### src/rtl/shift_reg_ctrl.sv
// Command sequencer for the 8-bit load/rotate/arithmetic-shift register.
// Accepts one command per valid/ready handshake and holds Q between commands by reloading it.
module shift_reg_ctrl #(
  parameter int WIDTH = 8,
  parameter int CNT_W = 3
) (
  input  logic             clock,
  input  logic             reset,
  input  logic             cmd_valid,
  output logic             cmd_ready,
  input  logic [1:0]       cmd_op,
  input  logic [CNT_W-1:0] cmd_steps,
  input  logic [WIDTH-1:0] cmd_data,
  input  logic [WIDTH-1:0] reg_q,
  output logic             reg_pload_n,
  output logic             reg_rotr,
  output logic             reg_asr,
  output logic [WIDTH-1:0] reg_din,
  output logic             reg_clear,
  output logic             busy,
  output logic             done,
  output logic [WIDTH-1:0] result
);

  typedef enum logic [1:0] {
    ST_IDLE  = 2'd0,
    ST_LOAD  = 2'd1,
    ST_SHIFT = 2'd2,
    ST_DONE  = 2'd3
  } state_t;

  localparam logic [1:0]       OP_LOAD  = 2'b00;
  localparam logic [1:0]       OP_ROTR  = 2'b01;
  localparam logic [1:0]       OP_ROTL  = 2'b10;
  localparam logic [1:0]       OP_ASR   = 2'b11;
  localparam logic [CNT_W-1:0] CNT_ZERO = {CNT_W{1'b0}};
  localparam logic [CNT_W-1:0] CNT_ONE  = {{(CNT_W-1){1'b0}}, 1'b1};

  state_t           state_r;
  state_t           state_s;
  logic [CNT_W-1:0] cnt_r;
  logic [1:0]       op_r;
  logic [WIDTH-1:0] data_r;
  logic             accept_s;

  assign cmd_ready = (state_r == ST_IDLE) && reset;
  assign accept_s  = cmd_valid && cmd_ready;
  assign busy      = (state_r != ST_IDLE);
  assign done      = (state_r == ST_DONE);
  assign result    = reg_q;

  // State register, step counter and captured command.
  always_ff @(posedge clock) begin
    if (!reset) begin
      state_r <= ST_IDLE;
      cnt_r   <= CNT_ZERO;
      op_r    <= OP_LOAD;
      data_r  <= {WIDTH{1'b0}};
    end else begin
      state_r <= state_s;
      if (accept_s) begin
        op_r   <= cmd_op;
        data_r <= cmd_data;
        cnt_r  <= cmd_steps;
      end else if (state_r == ST_SHIFT) begin
        cnt_r <= cnt_r - CNT_ONE;
      end
    end
  end

  // Next-state logic; leaving SHIFT when the counter reaches one gives exactly N shift edges.
  always_comb begin
    state_s = state_r;
    case (state_r)
      ST_IDLE: begin
        if (!accept_s) begin
          state_s = ST_IDLE;
        end else if (cmd_op == OP_LOAD) begin
          state_s = ST_LOAD;
        end else if (cmd_steps != CNT_ZERO) begin
          state_s = ST_SHIFT;
        end else begin
          state_s = ST_DONE;
        end
      end
      ST_LOAD:  state_s = ST_DONE;
      ST_SHIFT: begin
        if (cnt_r == CNT_ONE) begin
          state_s = ST_DONE;
        end else begin
          state_s = ST_SHIFT;
        end
      end
      ST_DONE:  state_s = ST_IDLE;
      default:  state_s = ST_IDLE;
    endcase
  end

  // Register control; IDLE and DONE recirculate Q because the register has no hold mode.
  always_comb begin
    reg_clear   = 1'b0;
    reg_pload_n = 1'b0;
    reg_din     = reg_q;
    reg_rotr    = 1'b0;
    reg_asr     = 1'b0;
    if (!reset) begin
      reg_clear = 1'b1;
      reg_din   = {WIDTH{1'b0}};
    end else begin
      case (state_r)
        ST_LOAD:  reg_din = data_r;
        ST_SHIFT: begin
          reg_pload_n = 1'b1;
          case (op_r)
            OP_ROTR: reg_rotr = 1'b1;
            OP_ROTL: reg_rotr = 1'b0;
            OP_ASR: begin
              reg_rotr = 1'b1;
              reg_asr  = 1'b1;
            end
            default: reg_rotr = 1'b0;
          endcase
        end
        default:  reg_din = reg_q;
      endcase
    end
  end

endmodule

### config.mk
export PLATFORM = sky130hd
export DESIGN_NAME = shift_reg_ctrl
export DESIGN_NICKNAME = d
export VERILOG_FILES = /design/src/rtl/shift_reg_ctrl.sv
export SDC_FILE = /design/constraint.sdc
export NUM_CORES = 1
export LEC_CHECK = 0
export CORE_ASPECT_RATIO = 0.8
export CORE_MARGIN = 2
export CORE_UTILIZATION = 39
export DETAILED_ROUTE_END_ITERATION = 10
export PLACE_DENSITY = 0.78
export REMOVE_ABC_BUFFERS = 1
export SYNTH_ARGS = -nofsm -noshare
export SYNTH_HDL_FRONTEND = slang
export SYNTH_SLANG_ARGS = --single-unit
### constraint.sdc
create_clock -name clock -period 1.47 [get_ports clock]
set_clock_uncertainty 0.05 [all_clocks]
set_input_delay 0.3675 -clock clock [delete_from_list [all_inputs] [get_ports clock]]
set_output_delay 0.3675 -clock clock [all_outputs]
set_load 0.03 [all_outputs]
## After elaboration in Yosys (flattened, before gate mapping)

Cells that the tools add are included.

| word-level totals | value |
|---|---|
| bits in registers | 15 |
| input bits | 24 |
| output and inout port bits | 23 |
| word-level logic and storage cells | 37 |

| operators by class | value |
|---|---|
| $add $sub $neg | 1 |
| eq/ne operators | 6 |
| multiplexer cells | 18 |
| reduce and logical (&&, ||, !) cells | 8 |

Operators by type and width:

| kind | count |
|---|---|
| 8-bit two-way mux | 2 |
| 1-bit two-way mux | 11 |
| 2-bit case mux with 4 select lines | 1 |
| 2-bit == test (second input constant) | 3 |
| 3-bit two-way mux | 2 |
| 2-bit by 1-bit == test with 1-bit output (second input constant) | 2 |
| 2-bit logical NOT | 2 |
| 2-bit two-way mux | 2 |
| 2-bit nonzero test | 2 |
| 3-bit by 1-bit == test with 1-bit output (second input constant) | 1 |
| 3-bit nonzero test | 1 |
| 3-bit by 1-bit subtractor with 3-bit output (second input constant) | 1 |
| 1-bit logical AND | 2 |
| 2-bit OR reduction | 1 |

## Logic depth before layout (Yosys ltp)

| logic depth | value |
|---|---|
| depth after elaboration | 5 |
| gate-level depth with buffers | 6 |
| depth with buffers taken out | 5 |

## Least setup slack after synthesis

No wires, ideal clock.

| timing | value |
|---|---|
| path kind | reg2out |
| from | register state_r[0] |
| to | output port reg_asr |
| arrival | 1.364 ns |
| required time | 1.053 ns |
| setup slack | -0.312 ns |
| stages on the path, launching flop included | 5 |
| buffers on the path | 0 |
| cells stage by stage | dfxtp_1 -> inv_1 -> ha_1 -> and3_1 -> and2_1 |

| on the way | value |
|---|---|
| word-level cells in the longest chain between the ends | 3 |

RTL lines:

| item | RTL line | RTL |
|---|---|---|
| start, declared | 39 | `state_t state_r;` |
| start signal, assigned | 60 | `state_r <= state_s;` |
| 2-bit == test | 110 | `case (state_r)` |
| 1-bit two-way mux | 110 |  |
| 1-bit two-way mux | 106 | `if (!reset) begin` |
| end, declared | 17 | `output logic reg_asr,` |

No other way between the ends.

## Worst setup path after layout

| timing | value |
|---|---|
| from | register state_r[1] |
| to | output port reg_din[4] |

| on the way | value |
|---|---|
| word-level cells in the longest chain between the ends | 3 |

RTL lines:

| item | RTL line | RTL |
|---|---|---|
| 2-bit by 1-bit == test with 1-bit output | 110 |  |
| 8-bit two-way mux | 110 |  |
| 8-bit two-way mux | 106 |  |
| end, declared | 18 | `output logic [WIDTH-1:0] reg_din,` |

No other way between the ends.

==> run_results.csv <==
group,metric,value,unit
status,status,"complete, but fails checks",
status,violations,"setup timing",
drt,routedWlPerCell,15.0,um
global_route,grt_pass1_vias,940,
timing,setup-violations-final,14,
critical_path,critPathCaptureType,"output pin",
floorplan,initial_core_util,42.4,%
drt,firstDrtPassIters,4,
layout,num_antenna_cells,0,
timing,finalCritPeriodShare,126,%
yosys,synth_top_cell_area_share,31.7,%
power_and_ir_drop,clockPowerShare,21.8,%
clock_network,clock_path_buffers,2,
power_and_ir_drop,power,1.14,mW
floorplan,core_area,2230,um^2
yosys,async_reset_ff_share,0,%
layout,num-fill-cells,162,
drt,viasPerCell,5.05,
worst_hold_path,hold_class,"flip-flop to flip-flop",
power_and_ir_drop,p_leak,0.701,nW
clock_network,cts-htree-levels,1,
yosys,synth_area_leaders,"dfxtp_1, ha_1, nand2_1",
power_and_ir_drop,swShare,33.9,%
yosys,synth_edf_count,0,
floorplan,ioPinCount,47,
power_and_ir_drop,pwr_density_cell,713,nW/um^2
floorplan,die_x,59.1,um
global_route,overflow,0,
clock_network,cts.hold.buffers_added,0,
drt,vias,994,
layout,final_cells,197,
layout,area_delta_synth_final,69.5,%
placement,place_congestion,0.881,
run,max_cap_viol_count,0,
critical_path,cp-start-kind,"flip-flop",
yosys,ys_ff_latch,15,
global_route,grt_pass1_wl,4270,um
drt,wl,2960,um
timing,maxSlewViolCount,0,
floorplan,die_h,48.1,um
layout,regArea,305,um^2
placement,post-dp-hpwl,2050,um
timing,finalSetupTns,-4.11,ns
timing,worst_pin_slew,0.266,ns
power_and_ir_drop,ir_drop,0.000604,V
global_route,grt_max_degree,15,
yosys,yosysMostFrequentCell,"nand2_1",
timing,max_slew_margin,82.2,%
critical_path,path_max_fanout,3,
drt,dr.first_iter.drc_count,16,
yosys,yosys_most_used_dff,"dfxtp_1",
drt,drc,0,
timing,hold_violations,0,
yosys,syn-cell-area,947,um^2
timing,fin_crit,1.86,ns
yosys,ys_warn_count,0,
yosys,yosysTopAreaCell,"dfxtp_1",
critical_path,critPathRequiredTime,1.05,ns
clock_network,cts_tree,"yes",
yosys,synthCells,112,
power_and_ir_drop,power.share.combinational,37.6,%
clock_network,clock_latency,0.29,ns
timing,holdWs,0.413,ns
yosys,avgSynthCellArea,8.46,um^2
placement,dp_cells,186,
power_and_ir_drop,switching_power,0.388,mW
yosys,netlist-cell-type-count,25,
clock_network,path_clk_slew,0.09,ns
drt,antenna_left,0,
yosys,ys_seq_area_share,31.7,%
global_route,grt_use_total,21.1,%
critical_path,crit_type,"flip-flop to output pin",
yosys,synthTopCellsByCount,"nand2_1, dfxtp_1, nor2_1",
layout,fin_nets,204,
layout,fin_util,71.9,%
timing,layout_setup_ws,-0.388,ns
clock_network,clockRootBuffer,"clkbuf_4",
critical_path,arrival,1.44,ns
placement,io_buffers,46,
power_and_ir_drop,p_seq_share,40.6,%
timing,max_freq,538,MHz
clock_network,cts.sink_count,15,
timing,rsz0062_at_grt,"yes",
layout,layout-drive-gt1-share,44.2,%
power_and_ir_drop,p_int,0.756,mW
layout,multi_input_area,584,um^2
floorplan,die_area,2840,um^2
floorplan,num_rows,15,
clock_network,numCtsBuffers,3,
global_route,antenna_found_initial,0,
## flip-flops by register name, summed over array words and instances, names as in the netlist
name	count
cnt_r	3
data_r	8
op_r	2
state_r	2
## per-layer routing
layer	vias to the layer above	routed length (um)	global-route usage (%)	share of wire (%)
li1	484	-	-	-
met1	460	1220	25.4	41
met2	44	1520	37.3	51
met3	6	160	3.24	5.4
met4	0	60	10.9	2.0
met5	-	0	0	0
## path summary, 6_finish.rpt
path	start	to	slack [ns]	depth (start not counted)
setup / recovery	state_r[1]	reg_din[4]	-0.39	6
hold / removal	data_r[2]	data_r[2]	0.41	2
setup reg to reg	state_r[0]	data_r[5]	0.01	8
hold reg to reg	data_r[2]	data_r[2]	0.41	2
## stage by stage
stage                     instance area [um^2]  setup slack [ns]
after global routing                      1610            -0.439
after CTS                                 1560            -0.333
after floorplan                            850            -0.312
final                                     1610            -0.388
after detailed placement                  1400            -0.396
after global placement                    1400            -0.345
## power by group through the flow
| stage | sequential (mW) | combinational (mW) | clock, mW |
|---|---|---|---|
| 6_report | 0.464 | 0.431 | 0.249 |
| 5_1_grt | 0.468 | 0.459 | 0.276 |
| 4_1_cts | 0.463 | 0.412 | 0.257 |
| 3_5_place_dp | 0.473 | 0.379 | 0 |
| 3_3_place_gp | 0.470 | 0.369 | 0 |
| 2_1_floorplan | 0.467 | 0.164 | 0 |
## area by class of cell
class,instances,share of cell area [%]
Clock buffer,3,1.40
Clock inverter,1,0.468
Inverter,7,1.87
Multi-Input combinational cell,77,36.4
Sequential cell,15,19.0
Tap cell,25,1.95
Timing Repair Buffer,68,38.4
Timing Repair inverter,1,0.468
## repair_timing
action,in CTS,in global routing
pin swaps,1,0
resized for setup,31,5
setup buffers,3,4
gates cloned,1,0
setup endpoints to repair,26,15
## layout by cell type (no fill, tap or decap), types with 2 or more instances in the layout
| cell | count |
|---|---|
| clkinvlp_4 | 3 |
| a21oi_2 | 2 |
| ha_1 | 3 |
| buf_4 | 32 |
| and3_4 | 2 |
| inv_2 | 3 |
| inv_1 | 3 |
| nand2_1 | 23 |
| clkdlybuf4s50_1 | 21 |
| nand3_2 | 8 |
| clkbuf_4 | 3 |
| nor2_1 | 10 |
| buf_6 | 13 |
| dfxtp_1 | 13 |
| mux2i_1 | 7 |
| xnor2_1 | 2 |
| ha_4 | 4 |
| nand3_1 | 4 |
## critical path, cell delays in order (launching register included)
cell and delay, ns:
dfxtp_2 0.33, inv_2 0.07, ha_4 0.16, buf_6 0.11, mux2i_1 0.24, nor2_1 0.07
buf_4 0.17
## cell families (layout without fill, tap and decap cells)
group           Yosys count  in the layout  share of synthesized area [%]
compound gates           10             10                           8.19
xor+xnor                  2              2                           1.85
fa+ha+maj                 7              7                           9.25
buf+inv                  20             80                           13.1
flops                    15             15                           31.7
mux                       8              8                           8.45
simple gates             50             50                           27.5
(Power assumes the default switching activity.)
